[config.mk]
export PLATFORM = sky130hd
export DESIGN_NAME = conv3x3_mac_pipe
export DESIGN_NICKNAME = d
export VERILOG_FILES = /design/src/rtl/conv_pkg.sv /design/src/rtl/conv_round_clamp.sv /design/src/rtl/conv3x3_mac_pipe.sv
export SDC_FILE = /design/constraint.sdc
export NUM_CORES = 2
export LEC_CHECK = 0
export ABC_AREA = 1
export CORE_ASPECT_RATIO = 0.75
export CORE_MARGIN = 4
export CORE_UTILIZATION = 58
export CTS_CLUSTER_DIAMETER = 100
export DETAILED_ROUTE_END_ITERATION = 8
export PLACE_DENSITY_LB_ADDON = 0.15
export SYNTH_ARGS = -nofsm -noshare
export SYNTH_HDL_FRONTEND = slang
export SYNTH_SLANG_ARGS = --single-unit
[constraint.sdc]
create_clock -name clk -period 11.3 [get_ports clk]
set_input_delay 2.825 -clock clk [delete_from_list [all_inputs] [get_ports clk]]
set_output_delay 2.825 -clock clk [all_outputs]
set_load 0.02 [all_outputs]
[src/rtl/conv_pkg.sv]
// conv_pkg: shared output modes, reset kernel and accumulator sizing for the 3x3 convolution MAC
package conv_pkg;
  localparam logic [1:0] MODE_CONV = 2'd0;
  localparam logic [1:0] MODE_ABS = 2'd1;
  localparam logic [1:0] MODE_PASS = 2'd2;
  localparam int DEFAULT_KERNEL [9] = '{0, -1, 0, -1, 5, -1, 0, -1, 0};
  function automatic int acc_w(input int dw, input int cw);
    return dw + cw + 5;
  endfunction
endpackage

[src/rtl/conv_round_clamp.sv]
// conv_round_clamp: rounding right-shift of the window sum followed by mode-dependent clamp to pixel range
module conv_round_clamp import conv_pkg::*; #(
  parameter int DATA_WIDTH = 8,
  parameter int ACC_W = 21,
  parameter int SHIFT_W = 4
) (
  input logic signed [ACC_W-1:0] sum,
  input logic [SHIFT_W-1:0] shift,
  input logic [1:0] mode,
  input logic [DATA_WIDTH-1:0] centre,
  output logic [DATA_WIDTH-1:0] pixel,
  output logic sat
);
  localparam logic signed [ACC_W:0] MAXV = (ACC_W+1)'((1 << DATA_WIDTH) - 1);
  logic signed [ACC_W:0] rnd, val, mag;
  always_comb begin
    rnd = (shift == '0) ? '0 : (ACC_W+1)'(1) << (shift - 1'b1);
    val = ($signed({sum[ACC_W-1], sum}) + rnd) >>> shift;
    mag = (mode == MODE_ABS && val < 0) ? -val : val;
    sat = mode != MODE_PASS && (mag < 0 || mag > MAXV);
    pixel = mode == MODE_PASS ? centre : mag < 0 ? '0 : mag > MAXV ? MAXV[DATA_WIDTH-1:0] : mag[DATA_WIDTH-1:0];
  end
endmodule

[src/rtl/conv3x3_mac_pipe.sv]
// conv3x3_mac_pipe: 3-stage programmable 3x3 convolution MAC with rounding, clamp modes and valid/ready stall
module conv3x3_mac_pipe import conv_pkg::*; #(
  parameter int DATA_WIDTH = 8,
  parameter int COEF_WIDTH = 8,
  parameter int SHIFT_W = 4
) (
  input logic clk,
  input logic rst,
  input logic [9*DATA_WIDTH-1:0] in_pixel,
  input logic in_valid,
  output logic in_ready,
  output logic [DATA_WIDTH-1:0] out_pixel,
  output logic out_sat,
  output logic out_valid,
  input logic out_ready,
  input logic coef_we,
  input logic [3:0] coef_addr,
  input logic signed [COEF_WIDTH-1:0] coef_data,
  input logic [SHIFT_W-1:0] norm_shift,
  input logic [1:0] mode
);
  localparam int PW = DATA_WIDTH + COEF_WIDTH + 1;
  localparam int AW = acc_w(DATA_WIDTH, COEF_WIDTH);
  logic signed [COEF_WIDTH-1:0] coef [9];
  logic signed [PW-1:0] prod [9];
  logic signed [PW-1:0] prod1 [9];
  logic signed [AW-1:0] sum, sum2;
  logic [DATA_WIDTH-1:0] centre1, centre2, pix3;
  logic [SHIFT_W-1:0] shift1, shift2;
  logic [1:0] mode1, mode2;
  logic v1, v2, sat3, en;
  assign en = !out_valid || out_ready;
  assign in_ready = en;
  always_comb begin
    sum = '0;
    for (int i = 0; i < 9; i++) begin
      prod[i] = $signed({{(PW-DATA_WIDTH){1'b0}}, in_pixel[i*DATA_WIDTH +: DATA_WIDTH]})
              * $signed({{(PW-COEF_WIDTH){coef[i][COEF_WIDTH-1]}}, coef[i]});
      sum = sum + {{(AW-PW){prod1[i][PW-1]}}, prod1[i]};
    end
  end
  conv_round_clamp #(.DATA_WIDTH(DATA_WIDTH), .ACC_W(AW), .SHIFT_W(SHIFT_W)) u_rc (
    .sum(sum2), .shift(shift2), .mode(mode2), .centre(centre2), .pixel(pix3), .sat(sat3)
  );
  // Coefficient writes bypass the stall enable; stage data only needs its valid bit reset.
  always_ff @(posedge clk) begin
    if (rst) begin
      for (int i = 0; i < 9; i++) coef[i] <= COEF_WIDTH'(DEFAULT_KERNEL[i]);
      {v1, v2, out_valid, out_sat} <= '0;
      out_pixel <= '0;
    end else begin
      for (int i = 0; i < 9; i++) if (coef_we && coef_addr == 4'(i)) coef[i] <= coef_data;
      if (en) begin
        v1 <= in_valid;
        prod1 <= prod;
        centre1 <= in_pixel[4*DATA_WIDTH +: DATA_WIDTH];
        shift1 <= norm_shift;
        mode1 <= mode;
        v2 <= v1;
        sum2 <= sum;
        centre2 <= centre1;
        shift2 <= shift1;
        mode2 <= mode1;
        out_valid <= v2;
        out_pixel <= pix3;
        out_sat <= sat3;
      end
    end
  end
endmodule

* Yosys cells after proc, flatten, opt, wreduce, memory -nomap -nowiden *
Memories as Yosys holds them, arrays and structs flattened.
Index checks and enable logic that the tools add are counted.

storage, ports and cells
  register bits = 214
  RAM bits = 72
  bits of input ports = 95
  output and inout port bits = 11
  logic and storage cells = 128
  memories kept = 1

operators by class
  $add $sub $neg = 11
  multipliers = 9
  order comparisons = 3
  eq/ne operators = 11
  shift operators = 2
  muxes and demuxes = 43
  bitwise operators = 10
  reduce and logical (&&, ||, !) cells = 17

memory list
  name  words  width  read ports  clocked after memory_dff  wr ports  line                    source
  coef  9      8      9           0                         9         conv3x3_mac_pipe.sv:24  logic signed [COEF_WIDTH-1:0] coef [9];

operators with widths
  operator                count
  $mul A9 B8 Y17          9
  $mux W8                 12
  $add A21 B21 Y21        4
  $lt A22 B1 Y1 const B   2
  $mux W22                2
  $mux W1                 29
  $add A21 B22 Y22        1
  $gt A22 B9 Y1 const B   1
  $neg A22 Y22            1
  $shl A1 B4 Y22 const A  1
  $sshr A22 B4 Y22        1
  $add A20 B17 Y21        1
  $add A19 B17 Y20        1
  $add A18 B17 Y19        1
  $add A17 B17 Y18        1
  $eq A4 B3 Y1 const B    4
  $logic_and A1 B1 Y1     11
  $or A1 B1 Y1            9
  $eq A4 B2 Y1 const B    2
  $logic_not A4 Y1        2
  $eq A4 B1 Y1 const B    1
  $eq A4 B4 Y1 const B    1
  $sub A4 B1 Y4 const B   1
  $eq A2 B1 Y1 const B    1
  6 further kinds         7

* Logic depth before layout (Yosys ltp) *
  depth in word-level cells = 12
  gate-level depth with buffers = 37
  depth with buffers taken out = 35

* By module *
From an unflattened synthesis, not the netlist that was laid out.

unflattened totals
  cells, all modules = 4607
  area, all modules = 37572.3 um^2

modules (own cells, without submodules)
  module            times used  cells an instance  area an instance (um^2)  sequential area each (um^2)
  conv3x3_mac_pipe  1           3881               34051.4                  8468.1
  conv_round_clamp  1           726                3520.9                   0.0

* Worst setup path after synthesis *
Ideal clock, no wire load.

  kind = input to register
  start = in out_ready
  end = reg centre1[0], enable pin
  library setup time = 0.767 ns
  arrival = 11.279 ns
  data required time = 10.533 ns
  setup slack = -0.746 ns
  stages = 2
  buffers on the path = 0
  cell sequence = nor2_1 nor2_1

on the way
  cells in the longest elaborated chain, start to end = 2

RTL lines
  what                                line                    source
  start, declared                     conv3x3_mac_pipe.sv:15  input logic out_ready,
  $logic_or A1 B1 Y1                  conv3x3_mac_pipe.sv:32  assign en = !out_valid || out_ready;
  $reduce_and A2 Y1 (no source line)  --
  end signal, assigned                conv3x3_mac_pipe.sv:56  centre1 <= in_pixel[4*DATA_WIDTH +: DATA_WIDTH];
  end, declared                       conv3x3_mac_pipe.sv:28  logic [DATA_WIDTH-1:0] centre1, centre2, pix3;

No other way between the ends.
A chain may end at the register's enable or synchronous reset.

* Final worst setup path *
  start = in out_ready
  end = out in_ready

on the way
  cells in the longest elaborated chain, start to end = 1

RTL lines
  what                line                    source
  $logic_or A1 B1 Y1  conv3x3_mac_pipe.sv:32
  end, declared       conv3x3_mac_pipe.sv:11  output logic in_ready,

No other way between the ends.

==> results.md <==
* Hold Buf Count CTS at 0
* Core Rows at 78
* Synth unique cells at 45
* Final antenna-violating net count at 0
* Share of cells above drive strength 1 at 0.03735
* Placer Congestion at 0.9153
* Initial antenna violation count at 6
* CP Capture Type: output pin
* Max Clk Rate at 133.7 MHz
* Syn avg cell area at 8.675 um2
* Period utilisation layout at 0.6617
* Hold Crit Start: centre1[3]
* PortBufs at 105
* Post-synthesis adder-cell area fraction at 0.4046
* Via-to-Cell Ratio at 5.142
* Critical path peak fanout at 20
* Netlist Area Pre-Place at 35710 um2
* Fin. Hold Viols at 0
* Via count at 25320
* Most used DFF post-synth: edfxtp_1
* Largest net degree at the start of global routing at 180
* CTS tree: yes
* Die width at 294.5 um
* Total Die Area at 65640 um2
* CTS Buffer Depth at 3
* Post-synth ARST share at 0
* Worst-Margin Slew at 1.285 ns
* Total GRT Usage at 0.2624
* Register area share after synthesis at 0.2372
* Tmin final at 7.477 ns
* Dpl ws at 3.245 ns
* Final Setup Violations at 0
* First-pass GRT wire length at 134400 um
* Root buffer cell: clkbuf_16
* Drt drc at 0
* DRT iter0 DRCs at 1961
* Initial core utilization at 0.5882
* Synth Area in XOR/XNOR at 0.03311
* Multiplexer area fraction after synthesis at 0
* Die H at 222.9 um
* CTS H-tree depth at 1
* Post-synth EDFFs at 274
* Clock Sinks at 286
* Synth Area in Compound Gates at 0.03262
* Total congestion overflow at 0
* CP startpoint: out_ready
* Simple-gate share of the synthesized area at 0.1589
* Max_slew headroom at 0.1404
* Setup TNS at 0 ns
* Post-CTS Setup Repair Bufs at 0
* Clk slew on worst S/H paths at 0.06 ns
* Leading cell type in the layout, fill and taps excluded: inv_1
* Post-synthesis register bit count at 286
* Nets@finish at 5077
* RSZ-0062 raised after global routing: false
* Worst hold-check path type: flip-flop to flip-flop
* Yosys warnings at 0
* Clk_lat worst skew at 0.57 ns
* Most frequent cells in the layout: inv_1 (1092), nand2_1 (854), fa_1 (456)
* Post-DP HPWL at 68350 um
* Core area at 60700 um2
* Status: finished clean
* Max-slew violation count at 0
* Vias in the first global route at 24880
* Startpoint Class: input port
* Layout area overhead at 6.871%
* Post-synthesis instance total at 4116
* IO Pins at 106
* Cts repair resizes at 0
* Final Skew at 0.01582 ns
* Largest cells by area after synthesis: fa_1 (26%), edfxtp_1 (23%), ha_1 (15%), inv_1 (11%), nand2_1 (9.0%)
* Cts bufs inserted at 29
* Share of the synthesized area in the top cell type at 0.2557
* Drt wl/cell at 16.86 um
* # fillers at 5228
* Max-cap viol count at 0
* R2r startpoint: shift2[2]
* Setup ws final at 3.823 ns
* CP Data Required Time at 8.48 ns
* Iteration count of the initial detailed-routing pass at 6
* WP data arrival at 4.65 ns
* Main combinational cell family by area after synthesis: adder cells
* Crit Path Category: input port to output pin
* Largest area contributor in the netlist: fa_1
* Mapped Nets at 5092
* Routed wire length at 83010 um
## worst max-delay path: stages
cell,delay (ns)
clkdlybuf4s50_1,0.40
nor2_1,0.38
inv_1,0.40
clkdlybuf4s50_1,0.65
## logic make-up after synthesis
| kind of cell | after synthesis |
|---|---|
| AOI/OAI and AO/OA | 213 |
| xor gates and xnor gates | 135 |
| adders and majority gates | 881 |
| buffers and inverters | 1261 |
| DFF | 286 |
| other | 1 |
| and+or+nand+nor | 1339 |
## flip-flops by register name (all words and copies together), names as in the netlist
register and count:
prod1 153, coef 72, sum2 21, centre1 8
centre2 8, out_pixel 8, shift1 4, shift2 4
mode1 2, mode2 2, out_sat 1, out_valid 1
v1 1, v2 1
## area by class of cell
cell class	instances	area [um2]	share of cell area
multi-input combinational	2569	22490	0.5892
sequential	286	8468	0.2219
inverter	1100	4129	0.1082
timing repair buffer	115	1139	0.02984
tap	800	1001	0.02623
clock buffer	37	755.7	0.01980
clock inverter	16	180.2	0.004721
antenna	1	2.502	0.00006558
## Yosys cell counts, drive strengths merged, types with 18 or more instances
cell type  number
nand3         209
or2            47
ha            425
a21oi         120
o21bai         19
edfxtp        274
inv          1096
buf            18
xnor2          39
xor2           96
fa            456
nor2          171
nand2         873
o21ai          60
nand4          19
clkbuf        143
## metrics by stage
step           cell area, um2    util  instances  hold WS [ns]
6_report                38160  0.6286       4924        0.4187
5_1_grt                 38160  0.6286       4923        0.4289
4_1_cts                 38160  0.6286       4923        0.4197
3_5_place_dp            37220  0.6132       4870        0.4054
3_3_place_gp            37220  0.6132       4870        0.4008
2_1_floorplan           35710       -       4116        0.4003
## per-layer routing
layer	vias up	wire (um)	part of all wire	GRT usage
li1	12320	-	-	-
met1	12060	37700	0.45	0.3921
met2	833	34980	0.42	0.3837
met3	103	8710	0.10	0.08151
met4	6	1583	0.019	0.04459
met5	-	41	0.00049	0
## worst paths after layout
kind                   to  slack [ns]  depth (start not counted)
min reg2reg    centre2[3]        0.42                          0
min            centre2[3]        0.42                          0
max reg2reg  out_pixel[7]        5.45                         32
max              in_ready        3.82                          4
Power is left out: the tool's default activity adds up to more than one toggle a clock period on the data nets, which glitch-free logic cannot reach.
